`src/rtl/sel_rr_n_pkg.sv`:
```
// Shared constants and helpers for the N-way registered selector.
package sel_rr_n_pkg;

  localparam logic MODE_DIRECT = 1'b0;
  localparam logic MODE_RR     = 1'b1;

  // Index width for n items; never narrower than one bit.
  function automatic int clog2(input int n);
    int w;
    w = 1;
    while ((32'sd1 << w) < n) begin
      w = w + 1;
    end
    return w;
  endfunction

endpackage

```
`src/rtl/sel_rr_n_if.sv`:
```
// Producer/consumer bundle for sel_rr_n: channel data, handshakes and the selected output.
interface sel_rr_n_if
  import sel_rr_n_pkg::*;
#(
  parameter int N     = 4,
  parameter int WIDTH = 32
);
  localparam int SW = clog2(N);

  logic [N*WIDTH-1:0] iC;
  logic [N-1:0]       iValid;
  logic [N-1:0]       oReady;
  logic [SW-1:0]      iS;
  logic               iMode;
  logic [WIDTH-1:0]   oZ;
  logic [SW-1:0]      oSel;
  logic               oValid;
  logic               iReady;

  modport master (
    output iC, iValid, iS, iMode, iReady,
    input  oReady, oZ, oSel, oValid
  );

  modport slave (
    input  iC, iValid, iS, iMode, iReady,
    output oReady, oZ, oSel, oValid
  );

endinterface

```
`src/rtl/sel_rr_n_rr_pick.sv`:
```
// Round-robin picker: first valid channel after i_ptr, wrapping round to i_ptr itself.
module sel_rr_n_rr_pick
  import sel_rr_n_pkg::*;
#(
  parameter  int N  = 4,
  localparam int SW = clog2(N)
) (
  input  logic [N-1:0]  i_valid,
  input  logic [SW-1:0] i_ptr,
  output logic          o_grant,
  output logic [SW-1:0] o_g
);

  logic [N-1:0]  w_rot;
  logic [SW-1:0] w_off;
  logic          w_found;
  int            w_src;
  int            w_dst;

  // Rotate so that bit 0 is the channel right after the last grant.
  always_comb begin
    w_rot = '0;
    w_src = 0;
    for (int j = 0; j < N; j++) begin
      w_src    = (int'(i_ptr) + 1 + j) % N;
      w_rot[j] = i_valid[w_src[SW-1:0]];
    end
  end

  // Lowest set bit of the rotated vector wins.
  always_comb begin
    w_found = 1'b0;
    w_off   = '0;
    for (int j = 0; j < N; j++) begin
      if (!w_found && w_rot[j]) begin
        w_found = 1'b1;
        w_off   = SW'(j);
      end else begin
        w_found = w_found;
      end
    end
  end

  // Undo the rotation to get the absolute channel index.
  always_comb begin
    w_dst   = (int'(i_ptr) + 1 + int'(w_off)) % N;
    o_g     = SW'(w_dst);
    o_grant = w_found;
  end

endmodule

```
`src/rtl/sel_rr_n.sv`:
```
// N-way registered selector with valid/ready handshake; direct-index or round-robin grant.
module sel_rr_n
  import sel_rr_n_pkg::*;
#(
  parameter int WIDTH = 32,
  parameter int N     = 4
) (
  input logic       clk,
  input logic       rst,
  sel_rr_n_if.slave bus
);

  localparam int SW = clog2(N);

  logic [WIDTH-1:0] r_z;
  logic [SW-1:0]    r_sel;
  logic [SW-1:0]    r_ptr;
  logic             r_valid;

  logic             w_load_en;
  logic             w_rr_grant;
  logic [SW-1:0]    w_rr_g;
  logic             w_dir_grant;
  logic             w_grant;
  logic [SW-1:0]    w_g;
  logic [WIDTH-1:0] w_data;
  logic [N-1:0]     w_ready;

  sel_rr_n_rr_pick #(.N(N)) u_rr_pick (
    .i_valid (bus.iValid),
    .i_ptr   (r_ptr),
    .o_grant (w_rr_grant),
    .o_g     (w_rr_g)
  );

  assign w_load_en = !r_valid || bus.iReady;

  // Direct path: out-of-range indices never grant (matters when N is not a power of 2).
  always_comb begin
    w_dir_grant = 1'b0;
    if (int'(bus.iS) < N) begin
      w_dir_grant = bus.iValid[bus.iS];
    end else begin
      w_dir_grant = 1'b0;
    end
  end

  // Mode mux between the direct and round-robin grants.
  always_comb begin
    w_grant = 1'b0;
    w_g     = '0;
    case (bus.iMode)
      MODE_DIRECT: begin
        w_grant = w_dir_grant;
        w_g     = bus.iS;
      end
      MODE_RR: begin
        w_grant = w_rr_grant;
        w_g     = w_rr_g;
      end
      default: begin
        w_grant = 1'b0;
        w_g     = '0;
      end
    endcase
  end

  // Data mux and one-hot accept strobe for the granted channel.
  always_comb begin
    w_data  = '0;
    w_ready = '0;
    for (int k = 0; k < N; k++) begin
      w_data     = w_data | ({WIDTH{w_g == SW'(k)}} & bus.iC[k*WIDTH +: WIDTH]);
      w_ready[k] = w_load_en && w_grant && !rst && (w_g == SW'(k));
    end
  end

  // Output register and round-robin pointer; everything holds while stalled.
  always_ff @(posedge clk) begin
    if (rst) begin
      r_z     <= '0;
      r_sel   <= '0;
      r_valid <= 1'b0;
      r_ptr   <= SW'(N - 1);
    end else if (w_load_en) begin
      if (w_grant) begin
        r_z     <= w_data;
        r_sel   <= w_g;
        r_valid <= 1'b1;
        r_ptr   <= w_g;
      end else begin
        r_valid <= 1'b0;
      end
    end else begin
      r_valid <= r_valid;
    end
  end

  assign bus.oReady = w_ready;
  assign bus.oZ     = r_z;
  assign bus.oSel   = r_sel;
  assign bus.oValid = r_valid;

endmodule
```
`src/flat_wrapper.sv`:
```
// flat-port wrapper written by rule: the top's interface ports become plain ports
module sel_rr_n_flat import sel_rr_n_pkg::*;
#(
  parameter int WIDTH = 32,
  parameter int N     = 4
)
  (clk, rst, bus_iC, bus_iValid, bus_iS, bus_iMode, bus_iReady, bus_oReady, bus_oZ, bus_oSel, bus_oValid);
  sel_rr_n_if #(.N(N), .WIDTH(WIDTH)) bus_i ();
  input logic clk;
  input logic rst;
  input wire logic [$bits(bus_i.iC)-1:0] bus_iC;
  input wire logic [$bits(bus_i.iValid)-1:0] bus_iValid;
  input wire logic [$bits(bus_i.iS)-1:0] bus_iS;
  input wire logic [$bits(bus_i.iMode)-1:0] bus_iMode;
  input wire logic [$bits(bus_i.iReady)-1:0] bus_iReady;
  output wire logic [$bits(bus_i.oReady)-1:0] bus_oReady;
  output wire logic [$bits(bus_i.oZ)-1:0] bus_oZ;
  output wire logic [$bits(bus_i.oSel)-1:0] bus_oSel;
  output wire logic [$bits(bus_i.oValid)-1:0] bus_oValid;
  assign bus_i.iC = bus_iC;
  assign bus_i.iValid = bus_iValid;
  assign bus_i.iS = bus_iS;
  assign bus_i.iMode = bus_iMode;
  assign bus_i.iReady = bus_iReady;
  assign bus_oReady = bus_i.oReady;
  assign bus_oZ = bus_i.oZ;
  assign bus_oSel = bus_i.oSel;
  assign bus_oValid = bus_i.oValid;
  sel_rr_n #(.WIDTH(WIDTH), .N(N)) u_core (.clk(clk), .rst(rst), .bus(bus_i));
endmodule
```
`config.mk`:
```
export PLATFORM = sky130hd
export DESIGN_NAME = sel_rr_n_flat
export DESIGN_NICKNAME = d
export VERILOG_FILES = /design/src/rtl/sel_rr_n_pkg.sv /design/src/rtl/sel_rr_n_if.sv /design/src/rtl/sel_rr_n_rr_pick.sv /design/src/rtl/sel_rr_n.sv /design/src/flat_wrapper.sv
export SDC_FILE = /design/constraint.sdc
export NUM_CORES = 1
export LEC_CHECK = 0
export BUFFER_PORTS_ARGS = -buffer_cell sky130_fd_sc_hd__buf_2
export CAP_MARGIN = 20
export CORE_AREA = 3 3 117 63
export CTS_CLUSTER_SIZE = 20
export DETAILED_ROUTE_END_ITERATION = 10
export DIE_AREA = 0 0 120 66
export MAX_ROUTING_LAYER = met4
export PLACE_DENSITY = 0.86
export SLEW_MARGIN = 25
export SYNTH_ARGS = -nofsm -noshare
export SYNTH_HDL_FRONTEND = slang
export SYNTH_SLANG_ARGS = --single-unit
export TNS_END_PERCENT = 50
```
`constraint.sdc`:
```
create_clock -name clk -period 6.5 [get_ports clk]
set_input_delay 1.3 -clock clk [delete_from_list [all_inputs] [get_ports clk]]
set_output_delay 1.3 -clock clk [all_outputs]
set_load 0.1 [all_outputs]
```
==> run summary, run 1 <==
outcome - complete, no violations
Die Y - 66 um
diode count - 0
die width - 120 um
period utilization - 0.904
First DRT Iteration DRCs - 186
clock insertion delay at the later pin of the skew report - 270 ps
global route overflow - 0
worst IR drop on VDD - 0.145 mV
total power - 1.27 mW
Startpoint Class - input port
Num CTS Buffers - 5
min-delay worst type - reg2reg
ys async rst share - 0
first-pass GRT wire length - 15.1 mm
Post-synth EDFFs - 0
register area share after synthesis - 0.238
GPL Wtd Cong - 0.879
ANT nets after route - 0
via count - 3425
count of state elements after synthesis - 37
I/O Buffers - 176
area delta synth->final - 32.0%
RSZ-0062 raised after global routing - no
Ports - 177
post-CTS setup buffers - 0
Worst EP required - 5200 ps
post-cts hold buffer count - 0
largest net degree at the start of global routing - 83
commonest non-fill, non-tap cells in the layout - buf_2, mux2i_1, o21ai_0
final hold slack - 503 ps
crit path from - bus_iValid[2]
Vias/cell - 5.63
Setup violations, final - 0
CP max FO - 35
vias in the first global route - 3227
Min-Delay Startpoint - u_core.bus.oZ[15]
Tmin final - 5880 ps
core box area - 6490 um2
Synth cell types - 42
Slew @ Worst Pin - 1080 ps
critical path class - in2out
R2R setup slack - 3080 ps
Post-DP HPWL - 7.07 mm
routed wire length per instance - 15.5 um
H-tree Lvls - 2
max_slew headroom - 0.275
top_reg_cell synth - dfxtp_1
Reg clk slew, reported paths - 50 ps
proportion of layout cells with a drive suffix above 1 - 0.444
Final Net Count - 655
# DRC - 0
commonest non-fill, non-tap cell in the layout - buf_2
gr usage total - 0.236
initial antenna violation count - 0
root buf cell - clkbuf_16
setup ws final - 622 ps
skew final - 1.43 ps
Final Slew Violations - 0
setup TNS - 0 ps
initial core utilization - 0.480
Pwr Density - 308 nW/um2
yosys warns - 0
Setup WS pre-CTS - 663 ps
endpoint class of the critical path - output pin
Core Util, Final - 0.633
Pleak - 1.96 nW
Synth Net Count - 509
Post-Syn Area per Cell - 8.41 um2
Achievable Freq - 170 MHz
clk sinks - 37
Reg-to-Reg Start - u_core.r_ptr[0]
CTS tree - built
num rows - 21
Clock Tree Buf Depth - 2
CP Data Arrival Time - 4580 ps
Gate Count Post-Synth - 370
final wirelength - 9.40 mm
post-CTS sizing - 0
Final Hold Viols - 0
first-pass iteration count of the detailed router - 6
MaxCap Viol Count - 0
die area - 7920 um2
cell area after synthesis - 3110 um2
[state kept, by name, summed over array words and instances, names as in the netlist]
register           cells
u_core.bus.oZ         32
u_core.bus.oSel        2
u_core.r_ptr           2
u_core.bus.oValid      1
[routing by layer]
metal | track usage | vias up | routed length, um
li1 | - | 1683 | -
met1 | 0.308 | 1567 | 4280
met2 | 0.378 | 157 | 4270
met3 | 0.0513 | 18 | 733
met4 | 0.0556 | 0 | 115
met5 | - | - | 0
[path summary, 6_finish.rpt]
path	to	cells past startpoint
worst max register to register	u_core.bus.oZ[21]	9
worst max-delay path	bus_oReady[1]	14
worst min register to register	u_core.bus.oZ[15]	2
worst min-delay path	u_core.bus.oZ[15]	2
[area by class of cell]
cell class / count / area, um2
Clock buffer: 7 / 143
Fill cell: 568 / 2380
Inverter: 3 / 11.3
Multi-Input combinational cell: 288 / 2180
Sequential cell: 37 / 741
Tap cell: 92 / 115
Timing Repair Buffer: 181 / 921
[report_power, final]
part	switching, mW	internal (mW)
logic	0.528	0.209
registers	0.0264	0.269
clock network	0.0827	0.150
[logic make-up after synthesis]
group / share of synthesized area
buf+inv: 0.0687
xor+xnor: 0.00844
fa+ha+maj: 0.00402
flops: 0.238
mux: 0.268
compound gates: 0.212
simple gates: 0.201
[critical path: stages]
cell and delay, ps:
buf_2 140, inv_1 90, nor3_1 60, a311oi_1 310, o211ai_1 120, ha_1 220
xor2_1 150, xnor2_1 280, and2b_1 220, mux2_4 400, or2_1 270, buf_4 230
nor4_2 290, buf_2 480
[cells in the mapped netlist, drive strengths merged, types with 5 or more instances]
cell | n | share of area
mux2 | 23 | 0.084
mux2i | 55 | 0.18
nand3b | 21 | 0.051
dfxtp | 37 | 0.24
a31oi | 11 | 0.022
or2 | 5 | 0.010
buf | 15 | 0.033
or3 | 21 | 0.042
a211oi | 11 | 0.027
nor3 | 24 | 0.039
o211ai | 23 | 0.072
o21ai | 45 | 0.072
clkbuf | 27 | 0.033
nor2 | 24 | 0.029
[metrics by stage]
step                      instance area [um2]  std cells
after floorplan                          3120        370
after global placement                   3970        601
after detailed placement                 3970        601
after CTS                                4110        608
after global routing                     4110        608
final                                    4110        608
No activity file was read; power rests on OpenSTA's default activity.
==> inputs of run 2 (changes only) <==
--- a/config.mk
+++ b/config.mk
@@ -7,12 +7,15 @@
 export LEC_CHECK = 0
 export BUFFER_PORTS_ARGS = -buffer_cell sky130_fd_sc_hd__buf_2
 export CAP_MARGIN = 20
-export CORE_AREA = 3 3 117 63
+export CELL_PAD_IN_SITES_DETAIL_PLACEMENT = 1
+export CELL_PAD_IN_SITES_GLOBAL_PLACEMENT = 1
+export CORE_AREA = 3 3 140 74
 export CTS_CLUSTER_SIZE = 20
 export DETAILED_ROUTE_END_ITERATION = 10
-export DIE_AREA = 0 0 120 66
+export DIE_AREA = 0 0 143 77
+export HOLD_SLACK_MARGIN = 0.02
 export MAX_ROUTING_LAYER = met4
-export PLACE_DENSITY = 0.86
+export PLACE_DENSITY_LB_ADDON = 0.1
 export SLEW_MARGIN = 25
 export SYNTH_ARGS = -nofsm -noshare
 export SYNTH_HDL_FRONTEND = slang
==> run summary, run 2 (synthesized netlist as in run 1, its figures left out) <==
post-CTS sizing - 0 (unchanged)
worst IR drop on VDD - 0.118 mV (-19%)
H-tree Lvls - 2 (unchanged)
gr usage total - 0.179 (-0.0566)
Pleak - 1.98 nW (+1.1%)
fin area - 4190 um2 (+2.0%)
first-pass iteration count of the detailed router - 4 (-2)
Final Slew Violations - 0 (unchanged)
num rows - 25 (+19%)
initial antenna violation count - 0 (unchanged)
WL met3 - 659 um (-10%)
clock insertion delay at the later pin of the skew report - 280 ps (about the same)
endpoint class of the critical path - output pin
routed wire length per instance - 16.0 um (+3.3%)
Internal - 670 uW (+6.6%)
sequential share of power - 0.221 (-0.013)
CP max FO - 35 (unchanged)
GPL Wtd Cong - 0.743 (-15%)
largest net degree at the start of global routing - 83 (unchanged)
diode count - 0 (unchanged)
clock share of power - 0.219 (+0.035)
DP Cell Count - 632 (+5.2%)
ANT nets after route - 0 (unchanged)
Vias/cell - 5.12 (-9.1%)
post-CTS setup buffers - 0 (unchanged)
Largest register FFs - 32 (unchanged)
Ports - 177 (unchanged)
first-pass GRT wire length - 16.0 mm (+5.9%)
Num CTS Buffers - 5 (unchanged)
Area after DPL - 4020 um2 (+1.2%)
RSZ-0062 raised after global routing - no
Reg clk slew, reported paths - 60 ps (about the same)
# DRC - 0 (unchanged)
Reg-to-Reg Start - u_core.r_ptr[0]
global route overflow - 0 (unchanged)
Setup violations, final - 0 (unchanged)
Startpoint Class - input port
post-cts hold buffer count - 0 (unchanged)
critical path class - in2out
min-delay worst type - reg2reg
Sw Pwr - 653 uW (+2.4%)
total power - 1.32 mW (+4.5%)
commonest non-fill, non-tap cells in the layout - buf_2, mux2i_1, o21ai_0
Die Y - 77 um (+17%)
CTS tree - built
vias in the first global route - 3147 (-2.5%)
Pwr Density - 315 nW/um2 (+2.4%)
area delta synth->final - 34.7%
initial core utilization - 0.335 (-0.145)
Final Net Count - 657 (+0.31%)
Worst EP required - 5200 ps (about the same)
commonest non-fill, non-tap cell in the layout - buf_2
setup TNS - 0 ps (unchanged)
via count - 3277 (-4.3%)
CP Data Arrival Time - 4490 ps (-90 ps)
core box area - 9290 um2 (+43%)
switching share of power - 0.493 (-0.00998)
final wirelength - 10.2 mm (+8.8%)
top routing layer in use - met4
Final Hold Viols - 0 (unchanged)
fin cells - 640 (+5.3%)
I/O Buffers - 176 (unchanged)
die width - 143 um (+19%)
Clock Tree Buf Depth - 2 (unchanged)
period utilization - 0.891 (-0.0134)
root buf cell - clkbuf_16
Slew @ Worst Pin - 821 ps (-259 ps)
MaxCap Viol Count - 0 (unchanged)
outcome - complete, no violations
Achievable Freq - 173 MHz (+1.5%)
skew final - 7.17 ps (+5.74 ps)
First DRT Iteration DRCs - 136 (-27%)
crit path from - bus_iValid[3]
Slowest cell on crit path - buf_2
crit path cell chain - buf_2 > or2_1 > o211a_1 > o211ai_1 > ha_1 > xor2_1 > xnor2_1 > and2b_1 > mux2_4 > or2_1 > buf_4 > nor4_2 > buf_2
clk sinks - 37 (unchanged)
max_slew headroom - 0.449 (+0.174)
proportion of layout cells with a drive suffix above 1 - 0.449 (+0.00514)
Tmin final - 5790 ps (-87.4 ps)
met1 wire length - 4.92 mm (+15%)
Min-Delay Startpoint - u_core.bus.oZ[22]
met2 WL - 4.55 mm (+6.6%)
CP max stage delay - 460 ps (-20 ps)
die area - 11000 um2 (+39%)
Post-DP HPWL - 7.58 mm (+7.3%)
power share of the combinational group - 0.560 (-0.022)
final hold slack - 499 ps (-4.03 ps)
[run 2: cell types whose count changed in the layout (fill, tap and decap cells not counted), sizes merged]
| cell | change |
|---|---|
| clkinvlp | +1 |
| clkbuf | -1 |
| bufinv | +1 |
| buf | +2 |
[run 2: final timing paths]
path,slack (ps),endpoint,cells past startpoint
max,710,bus_oReady[1],13
min,500,u_core.bus.oZ[22],2
max reg2reg,3410,u_core.bus.oZ[4],11
min reg2reg,500,u_core.bus.oZ[22],2
[run 2: power groups by stage]
stage	clock network (mW)	logic, mW	registers, mW
2_1_floorplan	0	0.322	0.578
3_5_place_dp	0	0.746	0.298
4_1_cts	0.295	0.747	0.293
5_1_grt	0.305	0.788	0.299
3_3_place_gp	0	0.743	0.296
6_report	0.290	0.740	0.292
[run 2: per-layer routing]
metal | global-route usage | vias up
li1 | - | 1683
met1 | 0.242 | 1496
met2 | 0.274 | 90
met3 | 0.0424 | 8
met4 | 0.0351 | 0
met5 | - | -
[run 2: cell type report]
class,count,area [um2]
timing repair buffer,183,933
fill,1153,5100
inverter,3,11.3
sequential,37,741
clock buffer,6,139
clock inverter,2,37.5
multi-input combinational,288,2180
tap,121,151
[run 2: metrics by stage]
stage | setup slack [ps] | utilization
final | 709 | 0.451
after global routing | 454 | 0.451
after global placement | 757 | 0.432
after floorplan | 75.9 | -
after detailed placement | 688 | 0.432
after CTS | 691 | 0.451
[run 2: worst max-delay path, delay by kind of cell]
kind,cells,cell delay (ps)
AND/OR/NAND/NOR,4,980
buffers and inverters,3,840
AO/OA/AOI/OAI,2,400
multiplexers,1,400
XOR/XNOR,2,370
adder cells (fa/ha/maj),1,180
==> inputs of run 3 (changes only) <==
--- a/config.mk
+++ b/config.mk
@@ -9,10 +9,10 @@
 export CAP_MARGIN = 20
 export CELL_PAD_IN_SITES_DETAIL_PLACEMENT = 1
 export CELL_PAD_IN_SITES_GLOBAL_PLACEMENT = 1
-export CORE_AREA = 3 3 140 74
+export CORE_AREA = 2 2 139 73
 export CTS_CLUSTER_SIZE = 20
 export DETAILED_ROUTE_END_ITERATION = 10
-export DIE_AREA = 0 0 143 77
+export DIE_AREA = 0 0 141 75
 export HOLD_SLACK_MARGIN = 0.02
 export MAX_ROUTING_LAYER = met4
 export PLACE_DENSITY_LB_ADDON = 0.1
==> run summary, run 3 (synthesized netlist as in run 1, its figures left out) <==
outcome - complete, no violations
First DRT Iteration DRCs - 155 (+14%)
Achievable Freq - 172 MHz (-0.19%)
Num CTS Buffers - 5 (unchanged)
vias in the first global route - 3073 (-2.4%)
CP Data Arrival Time - 4500 ps (about the same)
Final Net Count - 656 (-0.15%)
global route overflow - 0 (unchanged)
initial antenna violation count - 0 (unchanged)
total stage count of the critical path - 13 (unchanged)
# DRC - 0 (unchanged)
post-CTS sizing - 0 (unchanged)
MaxCap Viol Count - 0 (unchanged)
Final Hold Viols - 0 (unchanged)
worst IR drop on VDD - 0.148 mV (+26%)
multi-input logic area - 2180 um2 (unchanged)
skew final - 2.96 ps (-4.22 ps)
CP max stage delay - 460 ps (about the same)
I/O Buffers - 176 (unchanged)
critical path class - in2out
setup TNS - 0 ps (unchanged)
H-tree Lvls - 2 (unchanged)
final wirelength - 9.79 mm (-4.2%)
clk sinks - 37 (unchanged)
Tmin final - 5800 ps (+11.0 ps)
num rows - 25 (unchanged)
Die Y - 75 um (-2.6%)
crit path from - bus_iValid[3]
end of the critical path - bus_oReady[1]
commonest non-fill, non-tap cells in the layout - buf_2, mux2i_1, o21ai_0
Pwr Density - 307 nW/um2 (-2.8%)
Post-DP HPWL - 7.10 mm (-6.4%)
die width - 141 um (-1.4%)
initial core utilization - 0.335 (unchanged)
post-cts hold buffer count - 0 (unchanged)
Worst Reg-to-Reg Cells - 9 (-2)
endpoint class of the critical path - output pin
DP Cell Count - 631 (-0.16%)
CP delay by family, top - simple AND/OR/NAND/NOR gates
max_slew headroom - 0.421 (-0.0284)
fin cells - 638 (-0.31%)
clock insertion delay at the later pin of the skew report - 270 ps (about the same)
post-CTS setup buffers - 0 (unchanged)
routed wire length per instance - 15.3 um (-3.9%)
Worst EP required - 5200 ps (about the same)
Clock Tree Buf Depth - 2 (unchanged)
RSZ-0062 raised after global routing - no
commonest non-fill, non-tap cell in the layout - buf_2
via count - 3310 (+1.0%)
largest net degree at the start of global routing - 83 (unchanged)
CP max FO - 35 (unchanged)
Largest register FFs - 32 (unchanged)
area delta synth->final - 33.4%
Setup violations, final - 0 (unchanged)
GPL Wtd Cong - 0.729 (-1.9%)
worst path bufs/invs - 3 (unchanged)
sequential cell area - 741 um2 (unchanged)
R2R setup slack - 3060 ps (-350 ps)
first-pass iteration count of the detailed router - 4 (unchanged)
fillers - 1179 (+2.3%)
Vias/cell - 5.19 (+1.3%)
Reg-to-Reg Start - u_core.r_ptr[0]
die area - 10600 um2 (-4.0%)
crit path cell chain - buf_2 > or2_1 > o211a_1 > o211ai_1 > ha_1 > xor2_1 > xnor2_1 > and2b_1 > mux2_4 > or2_1 > buf_4 > nor4_2 > buf_2
Startpoint Class - input port
gr usage total - 0.183 (+0.00341)
Slew @ Worst Pin - 863 ps (+42.3 ps)
Slowest cell on crit path - buf_2
period utilization - 0.893 (+0.00169)
core box area - 9290 um2 (unchanged)
Reg clk slew, reported paths - 50 ps (about the same)
proportion of layout cells with a drive suffix above 1 - 0.445 (-0.00407)
Pleak - 1.96 nW (-0.90%)
root buf cell - clkbuf_16
Final Slew Violations - 0 (unchanged)
first-pass GRT wire length - 15.2 mm (-4.5%)
Ports - 177 (unchanged)
diode count - 0 (unchanged)
ANT nets after route - 0 (unchanged)
min-delay worst type - reg2reg
CTS tree - built
RR Endpoint - u_core.bus.oZ[8]
==> run 3: changes by cell type in the layout (fill, tap and decap cells not counted) <==
cell        before  now
buf_4            7    6
bufinv_16        1    0
clkbuf_1         0    1
clkinvlp_4       1    0
==> run 3: power by group <==
part | switching, mW | internal, mW | leakage (nW)
Sequential | 0.0241 | 0.269 | 0.307
Combinational | 0.532 | 0.209 | 1.59
Clock | 0.0877 | 0.151 | 0.0700
Total | 0.644 | 0.629 | 1.96
==> run 3: worst register-to-register path, cell delays in order (launching register included) <==
cell	delay, ps
dfxtp_1	400
or2_1	290
o211a_1	220
o211ai_1	180
ha_1	450
mux2i_4	350
buf_4	730
mux2i_1	250
or3_1	350
o211ai_1	150
==> run 3: metrics by stage <==
stage / setup slack, ps / hold slack (ps) / power [mW] / util / cell area (um2)
3_3_place_gp: 728 / 484 / 1.04 / 0.432 / 4010
3_5_place_dp: 678 / 486 / 1.05 / 0.432 / 4010
2_1_floorplan: 75.9 / 542 / 0.900 / - / 3120
4_1_cts: 661 / 502 / 1.29 / 0.447 / 4150
5_1_grt: 458 / 511 / 1.34 / 0.447 / 4150
6_report: 698 / 496 / 1.27 / 0.447 / 4150
==> run 3: worst min-delay path by stage <==
stage,startpoint,endpoint,cells after the start
detailed placement,u_core.bus.oZ[21],u_core.bus.oZ[21],2
floorplan,u_core.r_ptr[1],u_core.r_ptr[1],2
global route,u_core.bus.oZ[24],u_core.bus.oZ[24],2
global placement,u_core.bus.oSel[1],u_core.bus.oSel[1],2
finish,u_core.bus.oZ[17],u_core.bus.oZ[17],2
CTS,u_core.bus.oZ[12],u_core.bus.oZ[12],2
==> run 3: layout make-up <==
cell class | instances | area share
multi-input cells | 288 | 0.525
repair buffers | 182 | 0.223
flip-flops and latches | 37 | 0.178
well taps | 121 | 0.0365
clock buffers | 7 | 0.0344
inverters | 3 | 0.00271
==> run 3: per-layer routing <==
layer,global-route usage,part of all wire,vias up
met4,0.0233,0.0036,0
li1,-,-,1681
met3,0.0299,0.055,2
met1,0.240,0.49,1537
met2,0.311,0.46,90
met5,-,0,-
